### src/rtl/i2c_pkg.sv
// Shared types and the per-slot line drive table for the I2C bit-level engine.
package i2c_pkg;

  localparam int unsigned NUM_SLOTS   = 5;
  localparam int unsigned SYNC_STAGES = 2;

  typedef enum logic [1:0] {
    CMD_START = 2'b00,
    CMD_STOP  = 2'b01,
    CMD_WRITE = 2'b10,
    CMD_READ  = 2'b11
  } i2c_cmd_t;

  typedef enum logic [2:0] {
    SLOT_A = 3'd0,
    SLOT_B = 3'd1,
    SLOT_C = 3'd2,
    SLOT_D = 3'd3,
    SLOT_E = 3'd4
  } i2c_slot_t;

  typedef enum logic {
    ST_IDLE = 1'b0,
    ST_RUN  = 1'b1
  } i2c_state_t;

  // Open-drain enables: 1 = release, 0 = pull low
  typedef struct packed {
    logic scl;
    logic sda;
  } i2c_drive_t;

  function automatic i2c_slot_t next_slot(input i2c_slot_t s);
    if (32'(s) + 32'd1 < NUM_SLOTS) return i2c_slot_t'(3'(32'(s) + 32'd1));
    return SLOT_E;
  endfunction

  function automatic i2c_drive_t drive_lookup(input i2c_cmd_t  cmd,
                                              input i2c_slot_t slot,
                                              input logic      din,
                                              input logic      prev_scl);
    i2c_drive_t d;
    logic       mid;
    mid   = (slot == SLOT_B) || (slot == SLOT_C) || (slot == SLOT_D);
    d.scl = 1'b1;
    d.sda = 1'b1;
    case (cmd)
      CMD_START: begin
        d.scl = (slot == SLOT_A) ? prev_scl : (slot != SLOT_E);
        d.sda = (slot == SLOT_A) || (slot == SLOT_B);
      end
      CMD_STOP: begin
        d.scl = (slot != SLOT_A);
        d.sda = (slot == SLOT_D) || (slot == SLOT_E);
      end
      CMD_WRITE: begin
        d.scl = mid;
        d.sda = din;
      end
      default: begin
        d.scl = mid;
        d.sda = 1'b1;
      end
    endcase
    return d;
  endfunction

endpackage

### src/rtl/i2c_sync_2ff.sv
// Flop-chain synchronizer for an asynchronous bus line level.
module i2c_sync_2ff
  import i2c_pkg::*;
#(
  parameter logic        RESET_VALUE = 1'b1,
  parameter int unsigned STAGES      = SYNC_STAGES
) (
  input  logic clk_i,
  input  logic rst_i,
  input  logic d_i,
  output logic q_o
);

  logic [STAGES-1:0] sync_q;

  always_ff @(posedge clk_i or posedge rst_i) begin
    if (rst_i) sync_q <= {STAGES{RESET_VALUE}};
    else       sync_q <= {sync_q[STAGES-2:0], d_i};
  end

  assign q_o = sync_q[STAGES-1];

endmodule

### src/rtl/i2c_bit_controller.sv
// Bit-level I2C engine: runs one START/STOP/WRITE/READ primitive as five
// prescaled slots on open-drain SCL/SDA, with clock stretching and arbitration.
module i2c_bit_controller
  import i2c_pkg::*;
#(
  parameter int unsigned FREQ_SELECTION_BIT_WIDTH = 16
) (
  input  logic                                clk_i,
  input  logic                                rst_i,
  input  logic [FREQ_SELECTION_BIT_WIDTH-1:0] frequency_setting_i,
  input  logic [1:0]                          cmd_i,
  input  logic                                din_i,
  input  logic                                cmd_valid_i,
  output logic                                cmd_ready_o,
  output logic                                done_o,
  output logic                                dout_o,
  output logic                                arb_lost_o,
  input  logic                                scl_i,
  input  logic                                sda_i,
  output logic                                scl_oen_o,
  output logic                                sda_oen_o
);

  localparam int unsigned W = FREQ_SELECTION_BIT_WIDTH;

  i2c_state_t state_q, state_d;
  i2c_slot_t  slot_q, slot_d;
  i2c_cmd_t   cmd_q, cmd_d;
  logic [W-1:0] cnt_q, cnt_d, p_q, p_d;
  logic din_q, din_d;
  logic scl_oen_q, scl_oen_d, sda_oen_q, sda_oen_d;
  logic ready_q, ready_d, done_q, done_d, arb_q, arb_d, dout_q, dout_d;
  logic scl_sync, sda_sync;
  logic tc_c, lost_c, stretch_c;
  i2c_drive_t drv;

  i2c_sync_2ff #(.RESET_VALUE(1'b1)) u_scl_sync (
    .clk_i (clk_i),
    .rst_i (rst_i),
    .d_i   (scl_i),
    .q_o   (scl_sync)
  );

  i2c_sync_2ff #(.RESET_VALUE(1'b1)) u_sda_sync (
    .clk_i (clk_i),
    .rst_i (rst_i),
    .d_i   (sda_i),
    .q_o   (sda_sync)
  );

  assign tc_c      = (cnt_q == '0);
  // SDA sampled low where we are releasing it means another master won
  assign lost_c    = !sda_sync &&
                     (((cmd_q == CMD_START) && (slot_q == SLOT_B)) ||
                      ((cmd_q == CMD_WRITE) && din_q && (slot_q == SLOT_C)) ||
                      ((cmd_q == CMD_STOP)  && (slot_q == SLOT_E)));
  assign stretch_c = (slot_q == SLOT_B) && scl_oen_q && !scl_sync;

  always_ff @(posedge clk_i or posedge rst_i) begin
    if (rst_i) begin
      state_q   <= ST_IDLE;
      slot_q    <= SLOT_A;
      cmd_q     <= CMD_START;
      cnt_q     <= '0;
      p_q       <= '0;
      din_q     <= 1'b0;
      scl_oen_q <= 1'b1;
      sda_oen_q <= 1'b1;
      ready_q   <= 1'b1;
      done_q    <= 1'b0;
      arb_q     <= 1'b0;
      dout_q    <= 1'b0;
    end else begin
      state_q   <= state_d;
      slot_q    <= slot_d;
      cmd_q     <= cmd_d;
      cnt_q     <= cnt_d;
      p_q       <= p_d;
      din_q     <= din_d;
      scl_oen_q <= scl_oen_d;
      sda_oen_q <= sda_oen_d;
      ready_q   <= ready_d;
      done_q    <= done_d;
      arb_q     <= arb_d;
      dout_q    <= dout_d;
    end
  end

  always_comb begin
    state_d   = state_q;
    slot_d    = slot_q;
    cmd_d     = cmd_q;
    cnt_d     = cnt_q;
    p_d       = p_q;
    din_d     = din_q;
    scl_oen_d = scl_oen_q;
    sda_oen_d = sda_oen_q;
    ready_d   = ready_q;
    done_d    = 1'b0;
    arb_d     = 1'b0;
    dout_d    = dout_q;
    drv       = '0;
    case (state_q)
      ST_IDLE: begin
        if (cmd_valid_i && ready_q) begin
          drv       = drive_lookup(i2c_cmd_t'(cmd_i), SLOT_A, din_i, scl_oen_q);
          state_d   = ST_RUN;
          slot_d    = SLOT_A;
          cmd_d     = i2c_cmd_t'(cmd_i);
          din_d     = din_i;
          p_d       = frequency_setting_i;
          cnt_d     = frequency_setting_i;
          ready_d   = 1'b0;
          scl_oen_d = drv.scl;
          sda_oen_d = drv.sda;
        end
      end
      default: begin
        if (!tc_c) begin
          cnt_d = cnt_q - W'(1);
        end else begin
          if ((cmd_q == CMD_READ) && (slot_q == SLOT_C)) dout_d = sda_sync;
          if (lost_c) begin
            state_d   = ST_IDLE;
            ready_d   = 1'b1;
            done_d    = 1'b1;
            arb_d     = 1'b1;
            scl_oen_d = 1'b1;
            sda_oen_d = 1'b1;
          end else if (!stretch_c) begin
            if (slot_q == SLOT_E) begin
              // Lines keep their slot-E levels until the next command
              state_d = ST_IDLE;
              ready_d = 1'b1;
              done_d  = 1'b1;
            end else begin
              drv       = drive_lookup(cmd_q, next_slot(slot_q), din_q, scl_oen_q);
              slot_d    = next_slot(slot_q);
              cnt_d     = p_q;
              scl_oen_d = drv.scl;
              sda_oen_d = drv.sda;
            end
          end
        end
      end
    endcase
  end

  assign cmd_ready_o = ready_q;
  assign done_o      = done_q;
  assign arb_lost_o  = arb_q;
  assign dout_o      = dout_q;
  assign scl_oen_o   = scl_oen_q;
  assign sda_oen_o   = sda_oen_q;

endmodule

### config.mk
export PLATFORM = sky130hd
export DESIGN_NAME = i2c_bit_controller
export DESIGN_NICKNAME = d
export VERILOG_FILES = /design/src/rtl/i2c_pkg.sv /design/src/rtl/i2c_sync_2ff.sv /design/src/rtl/i2c_bit_controller.sv
export SDC_FILE = /design/constraint.sdc
export NUM_CORES = 1
export LEC_CHECK = 0
export ABC_AREA = 1
export CAP_MARGIN = 10
export CORE_UTILIZATION = 34
export DETAILED_ROUTE_END_ITERATION = 6
export PLACE_DENSITY = 0.59
export SETUP_SLACK_MARGIN = 0.1
export SLEW_MARGIN = 20
export SYNTH_ARGS = -nofsm -noshare
export SYNTH_HDL_FRONTEND = slang
export SYNTH_SLANG_ARGS = --single-unit
### constraint.sdc
create_clock -name clk_i -period 1.9 [get_ports clk_i]
set_input_delay 0.57 -clock clk_i [delete_from_list [all_inputs] [get_ports clk_i]]
set_output_delay 0.57 -clock clk_i [all_outputs]
set_load 0.01 [all_outputs]
# After elaboration in Yosys (flattened, before gate mapping)
# Cells that the tools add are included.
dict set report classes {
  n_addsub 2
  n_mul 0
  div_mod_pow 0
  n_lt_le_gt_ge 1
  eq_ne 25
  shift 0
  n_mux 56
  bitwise_logic 1
  n_reduce_logical 30
}
# op count
set ops {}
lappend ops {{16-bit two-way mux} 6}
lappend ops {{1-bit two-way mux} 39}
lappend ops {{32-bit by 3-bit less-than comparator with 1-bit output (second input constant)} 1}
lappend ops {{3-bit two-way mux} 9}
lappend ops {{3-bit != test (second input constant)} 6}
lappend ops {{16-bit logical NOT} 1}
lappend ops {{16-bit by 1-bit subtractor with 16-bit output (second input constant)} 1}
lappend ops {{2-bit one-hot mux with 3 select lines} 2}
lappend ops {{4-bit AND reduction} 3}
lappend ops {{3-bit by 2-bit == test with 1-bit output (second input constant)} 3}
lappend ops {{1-bit logical AND} 9}
lappend ops {{2-bit != test (second input constant)} 4}
lappend ops {{2-bit == test (second input constant)} 3}
lappend ops {{3-bit by 1-bit == test with 1-bit output (second input constant)} 2}
lappend ops {{3-bit == test (second input constant)} 2}
lappend ops {{1-bit logical OR} 6}
lappend ops {{6-bit AND reduction} 1}
lappend ops {{5-bit AND reduction} 1}
lappend ops {{3-bit by 1-bit adder with 4-bit output (second input constant)} 1}
lappend ops {{2-bit by 1-bit == test with 1-bit output (second input constant)} 2}
lappend ops {{2-bit logical NOT} 2}
lappend ops {{4-bit != test (second input constant)} 1}
lappend ops {{3-bit logical NOT} 1}
lappend ops {{3-bit by 1-bit != test with 1-bit output (second input constant)} 1}
lappend ops {{other kinds (7)} 8}
dict set report word_totals {
  register_bits 49
  latch_bits 0
  ramBits 0
  mem_bits_ro 0
  in_bits 24
  output_inout_bits 6
  elab_cells 129
  memories 0
}

# Longest topological paths before layout
dict set report logic_depth {
  word_depth 24
  mapped_depth 13
  ltp_nobuf 13
}

# By module
# Synthesis repeated with hierarchy kept, for this count alone.
dict set report unflattened {
  hier_cells 397
  area_unflattened_um2 2942.8
}
# mod instances cells_each area_each_um2 seq_area_each_um2
set by_module_without_submodules {}
lappend by_module_without_submodules {i2c_bit_controller 1 391 2830.2 1129.8}
lappend by_module_without_submodules {i2c_sync_2ff 2 3 56.3 52.6}

# Least setup slack after synthesis
# OpenSTA, ideal clock, no wires.
dict set report synth_path {
  path_type {reg-to-reg}
  startpoint {reg slot_q[0]}
  endpoint {reg cnt_q[9]}
  setup_ns 0.119
  arrival_time_ns 1.601
  required_ns 1.781
  path_slack_ns 0.180
  stages_incl_launch_ff 14
  path_buffers 1
  period_less_slack_ns 1.720
  cell_sequence {dfrtp_1 -> inv_1 -> ha_1 -> nand2_2 -> clkinv_1 -> nand2_1 -> nand3_2 -> nand2_4 -> nor2_4 -> nor2_4 -> buf_8 -> nand2_2 -> nand2_1 -> nand2_1}
}
dict set report synth_via {
  elab_chain_len 7
  word_cells_on_any_way 15
  cone_classes {eq/ne: 6; reduce/logical: 9}
}
# item line
set synth_rtl {}
lappend synth_rtl {{start: declaration} i2c_bit_controller.sv:27} ;# i2c_slot_t slot_q, slot_d;
lappend synth_rtl {{start signal: assignment} i2c_bit_controller.sv:75} ;# slot_q <= slot_d;
lappend synth_rtl {{3-bit by 1-bit == test with 1-bit output / 3-bit by 2-bit == test with 1-bit output (equally long branches)} {i2c_bit_controller.sv:54, i2c_bit_controller.sv:57, i2c_bit_controller.sv:55}}
lappend synth_rtl {{1-bit logical AND, on equally long branches} {i2c_bit_controller.sv:54, i2c_bit_controller.sv:55}}
lappend synth_rtl {{1-bit logical OR} i2c_bit_controller.sv:54} ;# (((cmd_q == CMD_START) && (slot_q == SLOT_B)) ||
lappend synth_rtl {{1-bit logical OR} i2c_bit_controller.sv:55} ;# ((cmd_q == CMD_WRITE) && din_q && (slot_q == SLOT_C)) ||
lappend synth_rtl {{1-bit logical AND} i2c_bit_controller.sv:53} ;# assign lost_c = !sda_sync &&
lappend synth_rtl {{3-bit != test (no source line)} --}
lappend synth_rtl {{4-bit AND reduction (no source line) *} --}
lappend synth_rtl {{end signal: assignment} i2c_bit_controller.sv:77} ;# cnt_q <= cnt_d;
lappend synth_rtl {{end: declaration} i2c_bit_controller.sv:29} ;# logic [W-1:0] cnt_q, cnt_d, p_q, p_d;
# Every way passes the cells marked *; elsewhere a longest branch is shown, timed or not.
# A chain may end at the register's enable or synchronous reset.

# Worst setup path after layout
dict set report layout_path {
  startpoint {reg slot_q[0]}
  endpoint {reg scl_oen_q, in the netlist scl_oen_o}
}
dict set report layout_via {
  elab_chain_len 23
  word_cells_on_any_way 45
  cone_classes {add/sub: 1; order compare: 1; eq/ne: 10; mux: 20; reduce/logical: 13}
}
# item line
set layout_rtl {}
lappend layout_rtl {{3-bit by 1-bit adder with 4-bit output} i2c_pkg.sv:34} ;# if (32'(s) + 32'd1 < NUM_SLOTS) return i2c_slot_t'(3'(32'(s) + 32'd1));
lappend layout_rtl {{32-bit by 3-bit less-than comparator with 1-bit output} i2c_pkg.sv:34}
lappend layout_rtl {{1-bit two-way mux} i2c_pkg.sv:34}
lappend layout_rtl {{1-bit two-way mux} i2c_bit_controller.sv:131} ;# if (slot_q == SLOT_E) begin
lappend layout_rtl {{1-bit two-way mux} i2c_bit_controller.sv:130} ;# end else if (!stretch_c) begin
lappend layout_rtl {{1-bit two-way mux} i2c_bit_controller.sv:123} ;# if (lost_c) begin
lappend layout_rtl {{1-bit two-way mux} i2c_bit_controller.sv:119} ;# if (!tc_c) begin
lappend layout_rtl {{1-bit two-way mux} i2c_bit_controller.sv:103} ;# case (state_q)
lappend layout_rtl {{[... 6 more ...]} --}
lappend layout_rtl {{3-bit by 1-bit == test with 1-bit output / 3-bit by 2-bit == test with 1-bit output (equally long branches)} i2c_pkg.sv:44} ;# mid = (slot == SLOT_B) || (slot == SLOT_C) || (slot == SLOT_D);
lappend layout_rtl {{1-bit logical OR (2 in series)} i2c_pkg.sv:44}
lappend layout_rtl {{2-bit one-hot mux with 3 select lines} i2c_pkg.sv:47} ;# case (cmd)
lappend layout_rtl {{1-bit two-way mux} i2c_bit_controller.sv:131}
lappend layout_rtl {{1-bit two-way mux} i2c_bit_controller.sv:130}
lappend layout_rtl {{1-bit two-way mux} i2c_bit_controller.sv:123}
lappend layout_rtl {{1-bit two-way mux} i2c_bit_controller.sv:119}
lappend layout_rtl {{1-bit two-way mux} i2c_bit_controller.sv:103}
lappend layout_rtl {{end signal: assignment} i2c_bit_controller.sv:80} ;# scl_oen_q <= scl_oen_d;
lappend layout_rtl {{end: declaration} i2c_bit_controller.sv:31} ;# logic scl_oen_q, scl_oen_d, sda_oen_q, sda_oen_d;
# Parallel ways exist; a longest one is shown, timed or not. The select of a mux whose other input is x is not followed.

==> impl_metrics.yaml <==
route:
  drc_errors: 0
  routed_via_density: 4.78
  drt_wl_total_um: 7380
  wl_per_cell_um: 13.3
  vias: 2646
  dr.pass1.iters: 4
  initialDrtViolationCount: 135
  ant_nets: 0
cts:
  cts_root_buf: "clkbuf_8"
  clk_latency_ns: 0.30
  cts_made_buffers: 5
  cts_sinks: 49
  ctsHtreeMaxLevel: 2
  cts_tree: "built"
  ctsLongestPathBuffers: 2
  cts.clk_slew.worst_paths_ns: 0.09
cells_and_area:
  regArea_mm2: 0.00124
  drive_above_1_share_pct: 24.5
  antenna_cells: 0
  area_growth_pct: 29.1
  fillCellCount: 850
  multi_input_area_mm2: 0.00156
  finalCoreUtilization_pct: 45.4
  fin_nets: 478
synth:
  synth-seq-area-share_pct: 42.5
  ys_seq_elements: 49
  postSynthCellCount: 390
  syn_area_per_cell_um2: 7.44
  syn-cell-area_mm2: 0.00290
  yosys.area.top_type: "dfrtp_1"
  synth_cell_types: 36
  synth_area_leaders: "dfrtp_1, nand2_1, dfstp_2, nor2_1, inv_1"
  synth_fp_nets: 420
  ys.warnings.count: 0
  netlist.area_leader.share_pct: 36.2
pwr:
  cellPowerDensity_mw_per_mm2: 476
  ir_drop_mv: 0.301
  leakage_nw: 1.80
sta:
  setup_viol: 0
  slew_viol_final: 0
  clock_skew_ns: 0.0145
  max_freq_mhz: 561
  worst_pin_slew_ns: 0.497
  whs_ns: 0.359
  min_period_ns: 1.78
  maxSlewHeadroom_pct: 66.9
  fin_ws_ns: 0.118
  hold_viol: 0
  rsz0062_at_grt: "true"
  tns_ns: 0
  finalCritPeriodShare_pct: 93.8
grt:
  grt_pass1_wl_um: 12000
  grt_max_degree: 50
  antenna_found_initial: 0
  grt_overflow: 0
  grt_pass1_vias: 2537
  grtUsageTotal_pct: 17.3
worst_setup_path:
  cp.required_ns: 2.13
  crit_arrival_ns: 2.02
  worstSetupPathType: "register to register"
  start_kind: "register"
  crit_fanout: 3
  cp-end-kind: "register"
floorplan:
  die_h_um: 94.4
  num_rows: 33
  initial_core_util_pct: 35.2
  core-area_mm2: 0.00826
  die_w_um: 94.4
  dieArea_mm2: 0.00891
  pin_count: 30
outcome:
  status: "finished clean"
place:
  hpwl_um: 5090
  globalplace.congestion: 0.917
  io_buffers: 29
  preCtsSetupSlack_ns: -0.0193
job:
  max_cap_violations: 0
hold_path:
  hp-class: "register to register"
metrics by stage:
step,std cells,total power [W],cell area [um2]
floorplan,390,0.00109,2900
global placement,532,0.00116,3400
detailed placement,532,0.00116,3400
CTS,542,0.00181,3500
global route,554,0.00187,3750
finish,554,0.00179,3750
cell type report:
class	count	area share, %
multi-input combinational	290	41.5
sequential	49	33.0
timing repair buffer	61	15.2
inverter	41	4.41
tap	105	3.51
clock buffer	8	2.40
cell usage in the layout (no fill, tap or decap), types with 5 or more instances in the layout:
master and instances:
clkdlybuf4s50_1 25, o21ai_2 8, nand2_2 15, xor2_1 7, dfstp_2 7, inv_1 29
nand3_1 17, nor2_4 5, buf_4 25, nor2_2 9, nand2_1 126, o21ai_1 11
nand3_2 5, buf_6 5, inv_2 8, nor2_1 33, dfrtp_1 41, clkbuf_8 6
a21oi_1 9, o21ai_0 17
cells by family after synthesis:
group,Yosys count,share of synthesized area [%]
and+or+nand+nor,221,33.2
AOI/OAI and AO/OA,54,11.2
buffers and inverters,51,7.80
DFF,49,42.5
xor gates and xnor gates,9,2.72
adders and majority gates,6,2.59
cell usage after synthesis:
cell	count
o21ai_2	8
nor2_2	6
clkbuf_1	5
nor3_2	1
o21ai_1	10
o211ai_1	3
a21oi_2	1
a31oi_1	1
nand3_2	2
o22ai_1	1
or2_2	1
buf_6	3
inv_2	3
inv_1	37
nor2_1	38
xnor2_1	2
nand2_4	1
buf_2	1
dfrtp_1	42
ha_1	6
buf_8	1
nand4_1	2
and2_1	1
nand4_4	1
clkinv_1	1
a22oi_1	1
o21ai_0	18
xor2_1	7
nand3_1	20
nand2_2	6
nand2_1	137
nor2_4	3
nor3_1	2
a21oi_1	9
dfstp_2	7
o221ai_1	2
metal layers:
metal  vias up  global-route usage, %  routed length [um]
li1       1349                      -                   -
met5         -                      0                   0
met1      1236                   24.1                3660
met3         2                   2.82                 268
met2        59                   27.7                3410
met4         0                   4.62                  45
timing repair:
action                                  CTS  global route
gates cloned                              0             0
gates resized for setup                   3            50
endpoints found under the setup margin   19            23
hold buffers                              0             0
buffers inserted                          2            12
pin swaps                                 0            18
registers in the layout, summed over array words and instances, names as in the netlist:
signal / count
u_sda_sync.sync_q: 2
done_o: 1
p_q: 16
arb_lost_o: 1
cmd_ready_o: 1
cmd_q: 2
sda_oen_o: 1
u_scl_sync.sync_q: 2
slot_q: 3
cnt_q: 16
scl_oen_o: 1
dout_o: 1
din_q: 1
state_q: 1
final timing paths:
kind                                       from              endpoint  slack (ns)  cells past startpoint
max in group asynchronous                 rst_i             scl_oen_o        0.98                      3
setup / recovery                      slot_q[0]             scl_oen_o        0.12                     11
min in group asynchronous                 rst_i              cmd_q[0]        0.61                      3
hold reg to reg            u_sda_sync.sync_q[0]  u_sda_sync.sync_q[1]        0.36                      0
setup reg to reg                      slot_q[0]             scl_oen_o        0.12                     11
hold / removal             u_sda_sync.sync_q[0]  u_sda_sync.sync_q[1]        0.36                      0
worst max-delay path, stage by stage (launching register included):
cell and delay [ns]:
dfrtp_1 0.42, buf_6 0.14, buf_4 0.13, ha_1 0.22
o21ai_0 0.28, nand2_1 0.09, nor2_1 0.12, nand3_1 0.09
nand2_1 0.09, nor2_1 0.04, nand3_1 0.06, nand2_1 0.05
power breakdown:
| group | switching [W] | internal (W) |
|---|---|---|
| Sequential | 0.00000103 | 0.00105 |
| Clock | 0.000348 | 0.000298 |
| Combinational | 0.0000397 | 0.0000484 |
Note: power is estimated with default switching activity, not from simulation.
==> RTL edit 1, RTL diff (config.mk and constraints unchanged) <==
Set the parameter `FREQ_SELECTION_BIT_WIDTH` to 15 (it was 16).
--- a/src/rtl/i2c_bit_controller.sv
+++ b/src/rtl/i2c_bit_controller.sv
@@ -3,7 +3,7 @@
 module i2c_bit_controller
   import i2c_pkg::*;
 #(
-  parameter int unsigned FREQ_SELECTION_BIT_WIDTH = 16
+  parameter int unsigned FREQ_SELECTION_BIT_WIDTH = 15
 ) (
   input  logic                                clk_i,
   input  logic                                rst_i,
Ports: changed (resized frequency_setting_i); port bits go from 30 to 29. The function was not compared with the original's and may differ.
==> RTL edit 1 against the original RTL <==
  * Final area is 2.8% lower
  * Critical path depth is 2 higher
  * Sequential cell count is 2 lower
  * Area after synthesis is 6.3% lower
  * Total power is 1.5% lower
  * Utilization is 1.8 points higher
  * Worst setup slack worse by 52 ps
  * Cell count is 2.3% lower
  * Synthesized cell count is 2.8% lower
  * Routed wire length is 3.6% lower
  * Sequential share of layout area is 0.47 points lower
  * Global-route usage is 0.072 points lower
  * Critical path type unchanged
  * Critical endpoint is now cnt_q[13]
  * Largest power group unchanged
==> RTL edit 1: results (changes against the original RTL) <==
Commonest cells in the synthesized netlist -> 140 x sky130_fd_sc_hd__nand2_1, 40 x sky130_fd_sc_hd__dfrtp_1, 40 x sky130_fd_sc_hd__nor2_1, 33 x sky130_fd_sc_hd__inv_1, 26 x sky130_fd_sc_hd__o21ai_0
Crit share post-route -> 96.5% (+2.8 points)
Placed cell count -> 523 (-1.7%)
Count of filler cells inserted in the layout -> 767 (-9.8%)
R2R depth -> 13 (+2)
Largest registers -> cnt_q: 15 flops, p_q: 15 flops, slot_q: 3 flops
Biggest area contributors in the synthesized netlist -> sky130_fd_sc_hd__dfrtp_1 37%, sky130_fd_sc_hd__nand2_1 19%, sky130_fd_sc_hd__dfstp_2 6.8%
Setup Skew -> 9.21 ps (-5.31 ps)
Sequential-to-total area share from yosys stat -> 43.6% (+1.0 points)
Count of multi-input combinational gates -> 284 (-2.1%)
CP Launch Point -> slot_q[1]
Aggregate global-route resource usage -> 17.2% (-0.072 points)
DRC violation total after the first TritonRoute iteration -> 170 (+26%)
Hold_ws -> 360 ps (+0.343 ps)
Port Buffers -> 28 (-3.4%)
First-pass GRT wire length -> 11400 um (-4.7%)
Number of clock buffers in the layout -> 6 (-2)
Placement-stage cell area -> 3270 um2 (-3.9%)
Setup slack, reg-to-reg -> 70 ps (-50 ps)
Vias per Instance -> 4.84 (+1.3%)
Signal buf overhead -> 15.9% (+0.74 points)
Synthesized net count -> 407 (-3.1%)
Worst Setup EP -> cnt_q[13]
Arrival time reported for the critical path endpoint -> 2050 ps (+30 ps)
Routed Wire Length -> 7110 um (-3.6%)
Netlist area before placement -> 2720 um2 (-6.3%)
Biggest fanout along the worst timing path -> 7 (+4)
Leakage -> 1.65 nW (-8.7%)
Number of optimization iterations in the first detailed-route pass -> 5 (+1)
Pre-CTS WS -> -119 ps (-100 ps)
Post-CTS setup buffer count -> 5 (+3)
Gates resized, CTS repair -> 16 (+13)
Synthesized-area fraction occupied by ao, oa, aoi and oai cells -> 10.4% (-0.81 points)
Outcome -> finished clean
HPWL reported at the end of detailed placement -> 4860 um (-4.5%)
Fraction of area in registers -> 32.5% (-0.47 points)
Number of global-route vias before repair -> 2359 (-7.0%)
Non-clock inverters -> 39 (-4.9%)
Worst-margin pin slew -> 307 ps (-190 ps)
Worst supply voltage drop on vdd -> 266 uV (-12%)
Clock-cell share of area -> 2.71% (+0.31 points)
## RTL edit 1: changes by cell type in the layout (fill, tap and decap cells not counted), sizes merged, moves of 2 or more
| cell | unedited run | this run |
|---|---|---|
| xor2 | 7 | 0 |
| nand4 | 3 | 7 |
| clkbuf | 8 | 6 |
| o221ai | 2 | 0 |
| a21oi | 10 | 12 |
| dfrtp | 42 | 40 |
| nand3b | 0 | 2 |
| o211ai | 3 | 5 |
## RTL edit 1: routing by layer
layer  GRT usage [%]  share of wire, %
met4            5.16               1.9
met2            27.0                45
met1            24.4                49
met3            2.68               4.4
met5               0                 0
## RTL edit 1: power by group
part | switching, mW | internal, mW
Sequential | 0.00110 | 1.01
Combinational | 0.0390 | 0.0480
Clock | 0.364 | 0.298
Total | 0.404 | 1.35
## RTL edit 1: cell families (layout without fill, tap and decap cells)
kind of cell    Yosys count  in the layout
buf+inv                  49            108
xor+xnor                  1              1
flops                    47             47
fa+ha+maj                 5              5
compound gates           52             53
simple gates            225            225
==> RTL edit 2, RTL diff (same flow settings) <==
Made on the original files. Make the reset (`rst_i`) synchronous in 2 clocked blocks. Comments in the files are not updated.
--- a/src/rtl/i2c_sync_2ff.sv
+++ b/src/rtl/i2c_sync_2ff.sv
@@ -13,7 +13,7 @@
 
   logic [STAGES-1:0] sync_q;
 
-  always_ff @(posedge clk_i or posedge rst_i) begin
+  always_ff @(posedge clk_i) begin
     if (rst_i) sync_q <= {STAGES{RESET_VALUE}};
     else       sync_q <= {sync_q[STAGES-2:0], d_i};
   end
--- a/src/rtl/i2c_bit_controller.sv
+++ b/src/rtl/i2c_bit_controller.sv
@@ -56,7 +56,7 @@
                       ((cmd_q == CMD_STOP)  && (slot_q == SLOT_E)));
   assign stretch_c = (slot_q == SLOT_B) && scl_oen_q && !scl_sync;
 
-  always_ff @(posedge clk_i or posedge rst_i) begin
+  always_ff @(posedge clk_i) begin
     if (rst_i) begin
       state_q   <= ST_IDLE;
       slot_q    <= SLOT_A;
Function: differs if rst_i is asserted again (counterexample within 4 cycles, from zero or initial values and one cycle with rst_i high); with rst_i held inactive, the same outputs for 10 cycles.
==> RTL edit 2 against the original RTL <==
  * Final area is 2.9% lower
  * Die area is 1.5% higher
  * Area after synthesis is 1.5% higher
  * Worst setup slack better by 57 ps
  * Routed wire length is 4.0% higher
  * Sequential cell count stayed put
  * Cell count is 12% higher
  * Critical endpoint is now arb_lost_o
  * Largest cell class unchanged
Power is not compared: it rests on default switching activity, and its combinational part moved more than twofold at a synthesized area within 25%.
==> RTL edit 2: results (changes against the original RTL) <==
Pin count of the biggest net entering global routing -> 28 (-44%)
Pre-CTS WS -> -3.87 ps (+15.5 ps)
Placed cell count -> 609 (+14%)
H-tree depth -> 2 (unchanged)
Type of the tightest min-delay check -> reg -> reg
Design Power -> 2.77 mW
Largest registers -> cnt_q: 16 flops, p_q: 16 flops, slot_q: 3 flops
CTS root buffer -> sky130_fd_sc_hd__clkbuf_8
Biggest area contributors in the synthesized netlist -> sky130_fd_sc_hd__dfxtp_1 33%, sky130_fd_sc_hd__nand2_1 22%, sky130_fd_sc_hd__nor2_1 7.9%
Synthesized net count -> 506 (+20%)
Worst-margin pin slew -> 406 ps (-90.5 ps)
Fraction of final layout cells sized beyond drive strength 1 -> 13.0% (-12 points)
P_clk -> 0.750 mW
Synth warn -> 0 (unchanged)
DRC violation total after the first TritonRoute iteration -> 154 (+14%)
Post-CTS setup buffer count -> 0 (-2)
Peak per-stage delay on the critical path -> 530 ps (+110 ps)
Switching Fraction -> 34.1%
Placer congestion estimate -> 0.816 (-11%)
Outcome -> finished clean
Commonest cells in the synthesized netlist -> 173 x sky130_fd_sc_hd__nand2_1, 62 x sky130_fd_sc_hd__nor2_1, 49 x sky130_fd_sc_hd__dfxtp_1, 44 x sky130_fd_sc_hd__nand3_1, 43 x sky130_fd_sc_hd__inv_1
HPWL reported at the end of detailed placement -> 5410 um (+6.1%)
Multiplexer share of the synthesized area -> 0% (unchanged)
Yosys cell types -> 29 (-19%)
Cell family contributing the most delay on the critical path -> buffers and inverters
WL/cell -> 12.3 um (-7.4%)
Number of optimization iterations in the first detailed-route pass -> 5 (+1)
Aggregate global-route resource usage -> 17.4% (+0.091 points)
Mapped Cells -> 476 (+22%)
Main flop type after synthesis -> sky130_fd_sc_hd__dfxtp_1
Vias per Instance -> 4.83 (+1.2%)
XOR/XNOR Fraction of Synth Area -> 1.19% (-1.5 points)
Net total in the final layout -> 547 (+14%)
Number of global-route vias before repair -> 2729 (+7.6%)
Cell with the largest stage delay on the worst path -> sky130_fd_sc_hd__clkdlybuf4s50_1
Worst supply voltage drop on vdd -> 326 uV
Leakage -> 1.71 nW
Async set-reset flop share out of synthesis -> 0% (-100 points)
Placement-stage cell area -> 3410 um2 (+0.33%)
Arrival time reported for the critical path endpoint -> 1150 ps (-870 ps)
Port Buffers -> 29 (unchanged)
Reg clk slew, reported paths -> 90 ps (about the same)
Setup Skew -> 4.80 ps (-9.72 ps)
Synthesized-area fraction occupied by ao, oa, aoi and oai cells -> 6.54% (-4.6 points)
Adder-Cell Fraction of Synth Area -> 2.55% (-0.038 points)
First-pass GRT wire length -> 12400 um (+3.3%)
Biggest fanout along the worst timing path -> 1 (-2)
Routed Wire Length -> 7670 um (+4.0%)
Gates resized, CTS repair -> 1 (-2)
Sequential-to-total area share from yosys stat -> 33.3% (-9.3 points)
Number of buffers on the longest clock path -> 2 (unchanged)
==> RTL edit 2: cell count changes after synthesis, sizes merged, moves of 23 or more <==
cell and delta:
nand2 +38, nor2 +26, nand3 +23, o21ai -24
dfxtp +49, dfrtp -42
==> RTL edit 2: routing by layer <==
metal	routed length [um]	vias up	global-route usage [%]
met3	358	10	2.47
met5	0	-	0
met1	3550	1353	22.7
met4	115	0	5.05
li1	-	1573	-
met2	3640	70	29.6
==> RTL edit 2: path summary, 6_finish.rpt <==
path	start	endpoint	slack [ps]	depth (start not counted)
max	arb_lost_o	arb_lost_o	180	1
min	u_sda_sync.sync_q[0]	u_sda_sync.sync_q[1]	420	1
max reg2reg	slot_q[0]	cnt_q[9]	220	13
min reg2reg	u_sda_sync.sync_q[0]	u_sda_sync.sync_q[1]	420	1
==> RTL edit 2: cell type report <==
cell class	instances	area (um2)
clock buffer	5	68.8
multi-input combinational	368	1780
inverter	45	169
tap	105	131
fill	878	4660
clock inverter	2	35.0
sequential	49	988
timing repair buffer	48	468
